File: config.mk
export PLATFORM = sky130hd
export DESIGN_NAME = fac_tower_pipe
export DESIGN_NICKNAME = d
export VERILOG_FILES = /design/src/rtl/fac_tower_pipe.sv
export SDC_FILE = /design/constraint.sdc
export NUM_CORES = 1
export LEC_CHECK = 0
export CAP_MARGIN = 20
export CELL_PAD_IN_SITES_DETAIL_PLACEMENT = 0
export CELL_PAD_IN_SITES_GLOBAL_PLACEMENT = 1
export CORE_MARGIN = 1
export CORE_UTILIZATION = 28
export DETAILED_ROUTE_END_ITERATION = 8
export GPL_ROUTABILITY_DRIVEN = 0
export GPL_TIMING_DRIVEN = 0
export HOLD_SLACK_MARGIN = 0.06
export MAX_ROUTING_LAYER = met4
export PLACE_DENSITY_LB_ADDON = 0.08
export SYNTH_ARGS = -nofsm -noshare
export SYNTH_HDL_FRONTEND = slang
export SYNTH_SLANG_ARGS = --single-unit
File: constraint.sdc
create_clock -name clk -period 1 [get_ports clk]
set_clock_uncertainty 0.1 [all_clocks]
set_input_delay 0.2 -clock clk [delete_from_list [all_inputs] [get_ports clk]]
set_output_delay 0.2 -clock clk [all_outputs]
set_load 0.01 [all_outputs]
File: src/rtl/fac_tower_pipe.sv
// Stallable, share-parallel tower-field factor generator: 2^LEVEL-bit shares in, 3^LEVEL-bit factor vectors out.
// Optional fresh remasking of the factor shares is enabled by defining FAC_TOWER_REFRESH_EN.
module fac_tower_pipe #(
    parameter int LEVEL   = 2,
    parameter int NSHARES = 2,
    parameter int PIPE    = 1
) (
    input  logic                                 clk,
    input  logic                                 rst_n,
    input  logic                                 in_valid,
    output logic                                 in_ready,
    input  logic [NSHARES*(2**LEVEL)-1:0]        in_a,
`ifdef FAC_TOWER_REFRESH_EN
    input  logic [(NSHARES-1)*(3**LEVEL)-1:0]    rnd,
`endif
    output logic                                 out_valid,
    input  logic                                 out_ready,
    output logic [NSHARES*(3**LEVEL)-1:0]        out_q,
    output logic                                 busy
);

    localparam int IW = 2**LEVEL;
    localparam int FW = 3**LEVEL;
    localparam int DW = NSHARES * FW;

    function automatic logic [2:0] fac1(input logic [1:0] x);
        return {x[1] ^ x[0], x[1], x[0]};
    endfunction

    function automatic logic [8:0] fac2(input logic [3:0] x);
        return {fac1(x[3:2] ^ x[1:0]), fac1(x[3:2]), fac1(x[1:0])};
    endfunction

    function automatic logic [26:0] fac3(input logic [7:0] x);
        return {fac2(x[7:4] ^ x[3:0]), fac2(x[7:4]), fac2(x[3:0])};
    endfunction

    if (LEVEL < 1 || LEVEL > 3) begin : g_bad_level
        $error("fac_tower_pipe: LEVEL must be 1, 2 or 3");
    end
    if (NSHARES < 1 || PIPE < 1) begin : g_bad_dims
        $error("fac_tower_pipe: NSHARES and PIPE must be at least 1");
    end

    logic [DW-1:0] fac_s;
    logic [DW-1:0] st0_s;

    // Each share is factored on its own slice; no logic spans two shares.
    for (genvar i = 0; i < NSHARES; i++) begin : g_share
        if (LEVEL == 1) begin : g_l1
            assign fac_s[i*FW +: FW] = fac1(in_a[i*IW +: IW]);
        end else if (LEVEL == 2) begin : g_l2
            assign fac_s[i*FW +: FW] = fac2(in_a[i*IW +: IW]);
        end else begin : g_l3
            assign fac_s[i*FW +: FW] = fac3(in_a[i*IW +: IW]);
        end
    end

`ifdef FAC_TOWER_REFRESH_EN
    if (NSHARES < 2) begin : g_bad_refresh
        $error("fac_tower_pipe: FAC_TOWER_REFRESH_EN needs NSHARES >= 2");
    end

    logic [FW-1:0] rnd_acc_s;

    // XOR of all mask slices, applied to the last share so the share sum is preserved.
    always_comb begin
        rnd_acc_s = '0;
        for (int i = 0; i < NSHARES - 1; i++) begin
            rnd_acc_s = rnd_acc_s ^ rnd[i*FW +: FW];
        end
    end

    for (genvar i = 0; i < NSHARES; i++) begin : g_refresh
        if (i < NSHARES - 1) begin : g_mid
            assign st0_s[i*FW +: FW] = fac_s[i*FW +: FW] ^ rnd[i*FW +: FW];
        end else begin : g_last
            assign st0_s[i*FW +: FW] = fac_s[i*FW +: FW] ^ rnd_acc_s;
        end
    end
`else
    assign st0_s = fac_s;
`endif

    logic [PIPE-1:0] valid_q;
    logic [PIPE-1:0] valid_d;
    logic [DW-1:0]   data_q [PIPE];
    logic [DW-1:0]   data_d [PIPE];
    logic            adv_s;

    // The whole pipe advances unless the output beat is stalled by the sink.
    always_comb begin
        adv_s = ~valid_q[PIPE-1] | out_ready;
    end

    // Next state: shift every stage on advance; bubbles carry zero data.
    always_comb begin
        valid_d = valid_q;
        data_d  = data_q;
        if (adv_s) begin
            valid_d[0] = in_valid;
            data_d[0]  = in_valid ? st0_s : '0;
            for (int s = 1; s < PIPE; s++) begin
                valid_d[s] = valid_q[s-1];
                data_d[s]  = data_q[s-1];
            end
        end else begin
            valid_d = valid_q;
            data_d  = data_q;
        end
    end

    // Stage registers; reset drops every in-flight beat.
    always_ff @(posedge clk or negedge rst_n) begin
        if (!rst_n) begin
            valid_q <= '0;
            for (int s = 0; s < PIPE; s++) begin
                data_q[s] <= '0;
            end
        end else begin
            valid_q <= valid_d;
            for (int s = 0; s < PIPE; s++) begin
                data_q[s] <= data_d[s];
            end
        end
    end

    assign in_ready  = adv_s;
    assign out_valid = valid_q[PIPE-1];
    assign out_q     = data_q[PIPE-1];
    assign busy      = |valid_q;

endmodule

==> impl_metrics.prom <==
# TYPE chip_impl_metric gauge
chip_impl_metric{name="worst_ir_drop_vdd",unit="mV"} 0.6503
chip_impl_metric{name="power-per-cell-area",unit="nW/um^2"} 1326
chip_impl_metric{name="finalHoldWorstSlack",unit="ns"} 0.01346
chip_impl_info{name="biggest_area_contributors_in_the_synthesized_netlist",value="sky130_fd_sc_hd__dfrtp_1 57%, sky130_fd_sc_hd__nand2_1 12%, sky130_fd_sc_hd__xnor2_1 11%"} 1
chip_impl_metric{name="power_leakage",unit="nW"} 0.6846
chip_impl_metric{name="post-route-worst-setup-slack",unit="ns"} -0.4116
chip_impl_metric{name="grt_start_max_net_pins",unit=""} 20
chip_impl_metric{name="synth_fp_nets",unit=""} 94
chip_impl_metric{name="met2RoutedLength",unit="um"} 947
chip_impl_info{name="synth_largest_area_cell",value="sky130_fd_sc_hd__dfrtp_1"} 1
chip_impl_metric{name="yosys_register_bits",unit=""} 19
chip_impl_metric{name="final_net_count",unit=""} 145
chip_impl_metric{name="route.detailed.vias_per_inst",unit=""} 4.411
chip_impl_metric{name="routed-via-count",unit=""} 719
chip_impl_metric{name="finalWirelength",unit="um"} 1980
chip_impl_metric{name="post-route-period-util",unit="%"} 141.2
chip_impl_metric{name="dr.first_iter.drc_count",unit=""} 15
chip_impl_metric{name="dpl.hpwl",unit="um"} 1318
chip_impl_metric{name="place_ws",unit="ns"} -0.9435
chip_impl_metric{name="synth_top_area_share",unit="%"} 57.23
chip_impl_info{name="most-common-layout-cells",value="24 x sky130_fd_sc_hd__nand2_1, 19 x sky130_fd_sc_hd__dfrtp_1, 18 x sky130_fd_sc_hd__buf_2, 13 x sky130_fd_sc_hd__buf_4, 9 x sky130_fd_sc_hd__clkdlybuf4s50_1"} 1
chip_impl_info{name="hold_class",value="input port to async pin"} 1
chip_impl_metric{name="seq_area_frac_synth",unit="%"} 57.23
chip_impl_metric{name="hold_viol_final",unit=""} 0
chip_impl_metric{name="cts_inserted_buffers",unit=""} 3
chip_impl_metric{name="fmax",unit="GHz"} 0.7084
chip_impl_metric{name="worstMarginPinSlew",unit="ns"} 0.8460
chip_impl_metric{name="clkSlewWorstSetupHoldPaths",unit="ns"} 0.11
chip_impl_info{name="result_of_the_run",value="finished, violations left"} 1
chip_impl_info{name="top_signal_layer_used",value="met4"} 1
chip_impl_info{name="tritoncts",value="done"} 1
chip_impl_metric{name="place.port_buffers",unit=""} 31
chip_impl_metric{name="maxCapViolCount",unit=""} 0
chip_impl_metric{name="antenna_violations_before_repair",unit=""} 0
chip_impl_metric{name="slew_headroom",unit="%"} 43.60
chip_impl_metric{name="route.met3.wl",unit="um"} 92
chip_impl_metric{name="remaining_drc_errors",unit=""} 0
chip_impl_info{name="startpoint_to_endpoint_class_of_the_critical_path",value="flop to primary output"} 1
chip_impl_metric{name="synth_area",unit="um^2"} 830.8
chip_impl_metric{name="start_util",unit="%"} 29.87
chip_impl_metric{name="post_route_cells_drive_above_1_share",unit="%"} 46.97
chip_impl_metric{name="first_pass_iters",unit=""} 2
chip_impl_metric{name="final_period_minus_worst_setup_slack",unit="ns"} 1.412
chip_impl_metric{name="grt_pass1_vias",unit=""} 685
chip_impl_info{name="failing_checks",value="negative setup slack"} 1
chip_impl_metric{name="grt_overflow",unit=""} 0
chip_impl_metric{name="final_max_slew_viol_count",unit=""} 0
chip_impl_metric{name="grt_pass1_wl",unit="um"} 3132
chip_impl_metric{name="cts.path.max_buffers",unit=""} 2
chip_impl_metric{name="antenna_left",unit=""} 0
chip_impl_metric{name="worstSkewPairLatency",unit="ns"} 0.29
chip_impl_info{name="endpoint_kind",value="primary output"} 1
chip_impl_metric{name="cp_max_fanout",unit=""} 2
chip_impl_metric{name="final-setup-viol-count",unit=""} 40
chip_impl_metric{name="avgRoutedWirePerCell",unit="um"} 12.15
chip_impl_metric{name="clock-sinks",unit=""} 19
chip_impl_info{name="layout_commonest_cell",value="sky130_fd_sc_hd__nand2_1"} 1
chip_impl_metric{name="floorplan.io_pins",unit=""} 33
chip_impl_metric{name="yosysWarningCount",unit=""} 0
chip_impl_metric{name="dieHeight",unit="um"} 56.47
chip_impl_info{name="cts-root-buf",value="sky130_fd_sc_hd__clkbuf_4"} 1
chip_impl_metric{name="die_footprint",unit="um^2"} 3189
chip_impl_metric{name="synthesis.area_per_instance",unit="um^2"} 10.13
chip_impl_metric{name="row_count",unit=""} 19
chip_impl_metric{name="crit_required",unit="ns"} 0.70
chip_impl_metric{name="netlist_instances",unit=""} 82
chip_impl_metric{name="antenna_cells",unit=""} 0
chip_impl_metric{name="synth.lib_cells_used.distinct",unit=""} 13
chip_impl_metric{name="chipWidth",unit="um"} 56.47
chip_impl_metric{name="grtUsageTotal",unit="%"} 13.08
chip_impl_info{name="startpoint_type",value="flop"} 1
chip_impl_metric{name="coreArea",unit="um^2"} 2781
chip_impl_info{name="grt_setup_unrepaired",value="true"} 1
chip_impl_metric{name="wl_met1",unit="um"} 921
chip_impl_metric{name="crit_arrival",unit="ns"} 1.11
chip_impl_metric{name="cts-htree-levels",unit=""} 1
chip_impl_metric{name="syn_to_final_growth",unit="%"} 63.86
-- layer usage --
metal,vias up,GRT usage [%]
met1,340,17.23
met2,16,20.00
li1,361,-
met4,0,5.226
met5,-,-
met3,2,2.304
-- timing repair --
| item | in CTS | in global routing |
|---|---|---|
| gates cloned | 0 | 2 |
| pin swaps | 0 | 0 |
| setup endpoints to repair | 59 | 40 |
| resized for setup | 93 | 11 |
| setup buffers | 8 | 7 |
| hold endpoints to repair | 13 | 0 |
-- synthesized netlist by cell type --
cell type,instances
sky130_fd_sc_hd__nor2b_4,1
sky130_fd_sc_hd__buf_2,1
sky130_fd_sc_hd__o21ai_1,2
sky130_fd_sc_hd__buf_4,2
sky130_fd_sc_hd__nand2_1,26
sky130_fd_sc_hd__buf_6,2
sky130_fd_sc_hd__nand2_4,1
sky130_fd_sc_hd__dfrtp_1,19
sky130_fd_sc_hd__inv_4,1
sky130_fd_sc_hd__xnor2_1,10
sky130_fd_sc_hd__nand2b_1,1
sky130_fd_sc_hd__o21ai_0,8
sky130_fd_sc_hd__nand3_1,8
-- power breakdown --
part / internal [mW] / leakage (nW) / switching [mW] / total [mW]
clock network: 0.155 / 0.0150 / 0.234 / 0.389
registers: 0.842 / 0.244 / 0.0354 / 0.878
logic: 0.287 / 0.425 / 0.251 / 0.537
total: 1.28 / 0.685 / 0.520 / 1.80
-- metrics by stage --
stage	std cells	power, mW	instance area, um^2	utilization [%]	TNS [ns]
global placement	144	1.367	1224	43.99	-20.21
global route	163	1.910	1361	48.94	-8.835
detailed placement	144	1.373	1224	43.99	-21.36
CTS	156	1.769	1246	44.80	-7.881
finish	163	1.805	1361	48.94	-6.921
floorplan	82	1.106	874.6	-	-2.598
-- layout make-up --
class                   instances  area (um^2)
plain buffers                   4        42.54
multi-input cells              58        401.6
fillers                       298         1420
well taps                      31        38.79
clock buffers                   4        26.28
repair buffers                 46        370.4
inverters                       1        6.256
flip-flops and latches         19        475.5
-- kinds of logic after synthesis --
family / after synthesis / share of synthesized area [%]
flops: 19 / 57.23
simple gates: 37 / 20.33
xor+xnor: 10 / 10.54
buf+inv: 6 / 5.873
compound gates: 10 / 6.024
-- final timing paths --
path	startpoint	end	slack (ns)	cells after the start
setup reg to reg	busy$_DFFE_PN0P_	out_q[13]$_DFFE_PN0P_	-0.26	6
hold reg to reg	out_q[1]$_DFFE_PN0P_	out_q[1]$_DFFE_PN0P_	0.38	2
min in group clk	in_valid	out_q[0]$_DFFE_PN0P_	0.20	3
hold / removal	rst_n	out_q[13]$_DFFE_PN0P_	0.01	1
setup / recovery	busy$_DFFE_PN0P_	in_ready	-0.41	4
max in group asynchronous	rst_n	out_q[15]$_DFFE_PN0P_	0.27	1
-- sequential cells by signal, indices dropped and copies added (netlist names) --
name,flops
out_q,18
busy,1
-- worst max-delay path: stages (launching register included) --
cell	delay [ns]
sky130_fd_sc_hd__dfrtp_1	0.37
sky130_fd_sc_hd__nor2b_4	0.18
sky130_fd_sc_hd__inv_4	0.05
sky130_fd_sc_hd__buf_8	0.11
sky130_fd_sc_hd__buf_6	0.11
Power figures use the tool's default switching activity.
